### src/rtl/fifo_rd_arbiter.sv
// Read-side controller for the async FIFO: read pointer, empty/almost-empty flags, round-robin burst arbiter.
// Optional macro FIFO_RD_LEVEL_EN registers the read-domain fill level on rlevel (tied to 0 otherwise).
module fifo_rd_arbiter #(
  parameter int ADDR     = 3,
  parameter int NREQ     = 2,
  parameter int BURST    = 4,
  parameter int AE_LEVEL = 1
) (
  input  logic            rclk,
  input  logic            rrst_n,
  input  logic [ADDR:0]   rq2_wptr,
  input  logic [NREQ-1:0] req,
  output logic [NREQ-1:0] gnt,
  output logic            rinc,
  output logic [ADDR-1:0] raddr,
  output logic [ADDR:0]   rptr,
  output logic            rempty,
  output logic            raempty,
  output logic [ADDR:0]   rlevel
);

  localparam int IW = (NREQ > 1) ? $clog2(NREQ) : 1;
  localparam int CW = $clog2(BURST + 1);
  localparam logic [CW-1:0] BURST_C  = CW'(BURST);
  localparam logic [CW-1:0] ONE_C    = CW'(1);
  localparam logic [ADDR:0] AE_C     = (ADDR + 1)'(AE_LEVEL);

  typedef enum logic {IDLE, GRANT} state_t;

  state_t         state_reg, state_next;
  logic [IW-1:0]  rr_last_reg, rr_last_next;
  logic [CW-1:0]  burst_cnt_reg, burst_cnt_next;
  logic [ADDR:0]  rbin_reg, rbin_next, rgray_next;
  logic [ADDR:0]  wbin, lvl;
  logic [IW-1:0]  sel, sel_hi, sel_lo;
  logic           hit_hi, hit_lo;

  // Gray-to-binary of the synchronized write pointer
  for (genvar gi = 0; gi <= ADDR; gi++) begin : g_g2b
    assign wbin[gi] = ^rq2_wptr[ADDR:gi];
  end

  assign rinc       = |gnt;
  assign raddr      = rbin_reg[ADDR-1:0];
  assign rbin_next  = rbin_reg + {{ADDR{1'b0}}, rinc};
  assign rgray_next = (rbin_next >> 1) ^ rbin_next;
  assign lvl        = wbin - rbin_next;

  // Round-robin pick: lowest requester above rr_last, else lowest overall
  always_comb begin
    sel_hi = '0;
    sel_lo = '0;
    hit_hi = 1'b0;
    hit_lo = 1'b0;
    for (int i = NREQ - 1; i >= 0; i--) begin
      if (req[i]) begin
        sel_lo = IW'(i);
        hit_lo = 1'b1;
        if (IW'(i) > rr_last_reg) begin
          sel_hi = IW'(i);
          hit_hi = 1'b1;
        end
      end
    end
    sel = hit_hi ? sel_hi : sel_lo;
  end

  // rr_last doubles as the current owner while in GRANT
  always_comb begin
    gnt            = '0;
    state_next     = state_reg;
    rr_last_next   = rr_last_reg;
    burst_cnt_next = burst_cnt_reg;
    case (state_reg)
      IDLE: begin
        if (!rempty && hit_lo) begin
          gnt[sel]       = 1'b1;
          rr_last_next   = sel;
          burst_cnt_next = ONE_C;
          state_next     = (ONE_C >= BURST_C) ? IDLE : GRANT;
        end
      end
      GRANT: begin
        if (req[rr_last_reg] && !rempty && (burst_cnt_reg < BURST_C)) begin
          gnt[rr_last_reg] = 1'b1;
          burst_cnt_next   = burst_cnt_reg + ONE_C;
          if (burst_cnt_next >= BURST_C) begin
            state_next = IDLE;
          end
        end else begin
          state_next = IDLE;
        end
      end
      default: state_next = IDLE;
    endcase
  end

  always_ff @(posedge rclk or negedge rrst_n) begin
    if (!rrst_n) begin
      state_reg     <= IDLE;
      rr_last_reg   <= IW'(NREQ - 1);
      burst_cnt_reg <= '0;
      rbin_reg      <= '0;
      rptr          <= '0;
      rempty        <= 1'b1;
      raempty       <= 1'b1;
    end else begin
      state_reg     <= state_next;
      rr_last_reg   <= rr_last_next;
      burst_cnt_reg <= burst_cnt_next;
      rbin_reg      <= rbin_next;
      rptr          <= rgray_next;
      rempty        <= (rgray_next == rq2_wptr);
      raempty       <= (lvl <= AE_C);
    end
  end

`ifdef FIFO_RD_LEVEL_EN
  always_ff @(posedge rclk or negedge rrst_n) begin
    if (!rrst_n) begin
      rlevel <= '0;
    end else begin
      rlevel <= lvl;
    end
  end
`else
  assign rlevel = '0;
`endif

endmodule
### config.mk
export PLATFORM = sky130hd
export DESIGN_NAME = fifo_rd_arbiter
export DESIGN_NICKNAME = d
export VERILOG_FILES = /design/src/rtl/fifo_rd_arbiter.sv
export SDC_FILE = /design/constraint.sdc
export NUM_CORES = 1
export LEC_CHECK = 0
export ABC_AREA = 1
export CORE_MARGIN = 1.5
export CORE_UTILIZATION = 29
export DETAILED_ROUTE_END_ITERATION = 7
export DONT_BUFFER_PORTS = 1
export SKIP_LAST_GASP = 1
export SLEW_MARGIN = 10
export SYNTH_ARGS = -nofsm -noshare
export SYNTH_HDL_FRONTEND = slang
export SYNTH_SLANG_ARGS = --single-unit
### constraint.sdc
create_clock -name rclk -period 5.6 [get_ports rclk]
set_input_delay 1.12 -clock rclk [delete_from_list [all_inputs] [get_ports rclk]]
set_output_delay 1.12 -clock rclk [all_outputs]
set_load 0.01 [all_outputs]
==> run_results.csv <==
group,metric,value,unit
outcome,outcome,"completed",
logic_synthesis,synth-adder-area-share,9.22,%
setup_path,critPathSlowestCell,"o21ai_0",
cts,numCtsBuffers,3,
finish,largest_reg_flops,4,
finish,fill_cells,311,
global_route,grt_start_max_net_pins,15,
logic_synthesis,synth_compound_area_share,5.17,%
routing,drc,0,
timing,hold_ws,0.486,ns
routing,vias,680,
timing,finalCritPeriodShare,53.8,%
logic_synthesis,ys_seq_area_share,39.5,%
place,port-buffer-count,0,
floorplan,die-area,3430,um^2
timing,tns,0,ns
finish,num_antenna_cells,0,
setup_path,crit_family,"compound AO/OA/AOI/OAI gates",
routing,totalWireLength,1.68,mm
hold_path,min_path_type,"reg -> reg",
finish,final_util,33.4,%
global_route,grt-busiest-layer,"met2",
place,gp_congestion,0.781,
setup_path,crit_buf_inv,1,
floorplan,num_rows,19,
setup_path,crit_chain,"nand2_1, nand2_1, nand3b_1, nor2_2, inv_1, o21ai_0",
logic_synthesis,synth_area,896,um^2
routing,wl_per_cell,11.3,um
finish,drive_gt1_share,15.3,%
floorplan,boundaryPins,24,
timing,setup_viol,0,
setup_path,r2r_slack,2.83,ns
timing,skew,0.00321,ns
power,power_frac_clock,11.6,%
timing,final_max_slew_viol_count,0,
setup_path,crit_type,"in -> out",
logic_synthesis,synth.distinct_cells,22,
global_route,grt_antenna_before_repair,0,
flow_run,drv_cap,0,
routing,firstDrtPassIters,4,
cts,clk_pin_slew,0.09,ns
setup_path,crit_top_cell,"nand2_1",
logic_synthesis,synth_seq_cells,14,
logic_synthesis,synth_mux_area_share,0,%
cts,clk_path_buf_depth,2,
place,place_hpwl,1.43,mm
floorplan,start_util,31.4,%
finish,layout_common_cells,"nand2_1, inv_1, dfrtp_1",
setup_path,critPathArrivalTime,1.89,ns
cts,post_cts_buffers,0,
routing,ant_nets,0,
finish,syn2layout_area_growth,6.28,%
global_route,use_met3,3.52,%
power,p_int,0.000330,W
cts,insertion_delay,0.28,ns
timing,clock.fmax,0.332,GHz
cts,cts_resized,0,
logic_synthesis,synth_top_family_by_area,"simple AND/OR/NAND/NOR gates",
logic_synthesis,synth-xor-area-share,4.89,%
floorplan,coreArea,2850,um^2
power,sw_frac_of_total,47.7,%
global_route,use_met2,20.1,%
setup_path,worstPathMaxFanout,4,
global_route,met1_usage,12.9,%
routing,dr.first_iter.drc_count,33,
timing,fin_crit,3.01,ns
global_route,grt_pass1_vias,702,
finish,layout_commonest_cell,"nand2_1",
floorplan,die_h,58.6,um
routing,viasPerCell,4.56,
setup_path,cp.required,4.48,ns
global_route,grt_usage,11.3,%
timing,rsz0062_at_grt,"no",
cts,cts_sinks,14,
finish,layout.nets,133,
power,leakagePower,0.504,nW
power,switchingPower,0.000301,W
setup_path,start_kind,"input pin",
timing,finalHoldViolations,0,
logic_synthesis,ys.warnings.count,0,
global_route,gr-total-overflow,0,
floorplan,die_w,58.6,um
setup_path,cp-end-kind,"output pin",
power,p_per_area,663,nW/um^2
logic_synthesis,synthSimpleGateAreaFrac,30.7,%
setup_path,slowest_delay,0.34,ns
logic_synthesis,postSynthCellCount,115,
power,p_comb_share,55.7,%
cts,hold_buffers,0,
power,pwr-share-seq,32.7,%
cts,root_buffer,"clkbuf_4",
cts,cts_tree,"done",
logic_synthesis,postSynthAreaPerCell,7.79,um^2
cts,htree_levels,1,
global_route,grt_pass1_wl,2.95,mm
power,worst_ir_drop_vdd,0.227,mV
## synth_stat cells, drive strengths merged
master | instances | area [um^2]
buf | 4 | 30.0
dfrtp | 11 | 275
inv | 16 | 60.1
nor2 | 6 | 25.0
a21oi | 1 | 5.00
nand4 | 1 | 6.26
nand2 | 45 | 191
a21boi | 1 | 7.51
ha | 5 | 62.6
o21ai | 4 | 20.0
conb | 1 | 3.75
a21o | 1 | 7.51
nand3 | 6 | 30.0
fa | 1 | 20.0
nand3b | 3 | 22.5
xnor2 | 2 | 17.5
dfstp | 3 | 78.8
o22ai | 1 | 6.26
xor2 | 3 | 26.3
## metrics by stage
step / instance area, um^2 / total power (W) / setup slack [ns] / cells
floorplan: 907 / 0.000496 / 2.54 / 118
global placement: 916 / 0.000551 / 2.36 / 145
detailed placement: 916 / 0.000566 / 2.33 / 145
CTS: 952 / 0.000642 / 2.59 / 149
global route: 952 / 0.000710 / 2.35 / 149
finish: 952 / 0.000631 / 2.59 / 149
## tightest hold or removal path: stages (launching register included)
cell	delay, ns
dfrtp_1	0.35
nand2_1	0.05
nand2_1	0.05
## path summary, 6_finish.rpt
| path | from | end | cells past startpoint |
|---|---|---|---|
| max in group asynchronous | rrst_n | raempty | 0 |
| hold / removal | burst_cnt_reg[1] | burst_cnt_reg[1] | 2 |
| min in group asynchronous | rrst_n | burst_cnt_reg[0] | 0 |
| setup reg to reg | rr_last_reg | raempty | 17 |
| setup / recovery | req[1] | gnt[1] | 6 |
| hold reg to reg | burst_cnt_reg[1] | burst_cnt_reg[1] | 2 |
## metal layers
layer	up-vias	wire length (um)
met1	309	692
met2	16	875
met4	0	14
li1	353	-
met3	2	99
met5	-	0
## power groups by stage
stage / Combinational (W) / Sequential [W] / Clock, W
after detailed placement: 0.000356 / 0.000210 / 0
after CTS: 0.000358 / 0.000208 / 0.0000770
final: 0.000351 / 0.000207 / 0.0000735
after global placement: 0.000342 / 0.000209 / 0
after global routing: 0.000416 / 0.000214 / 0.0000811
after floorplan: 0.000297 / 0.000199 / 0
## cell families (layout without fill, tap and decap cells)
group	Yosys count	count (layout)
and+or+nand+nor	61	61
buffers and inverters	20	20
DFF	14	14
AOI/OAI and AO/OA	8	8
adders and majority gates	6	6
xor gates and xnor gates	5	5
other	1	4
## layout make-up
type                       count  area (um^2)  area share (%)
clock buffer                   4         36.3            3.81
inverter                      16         60.1            6.31
multi-input combinational     84          463            48.6
sequential                    14          354            37.2
tap                           31         38.8            4.07
Power figures use the tool's default switching activity.
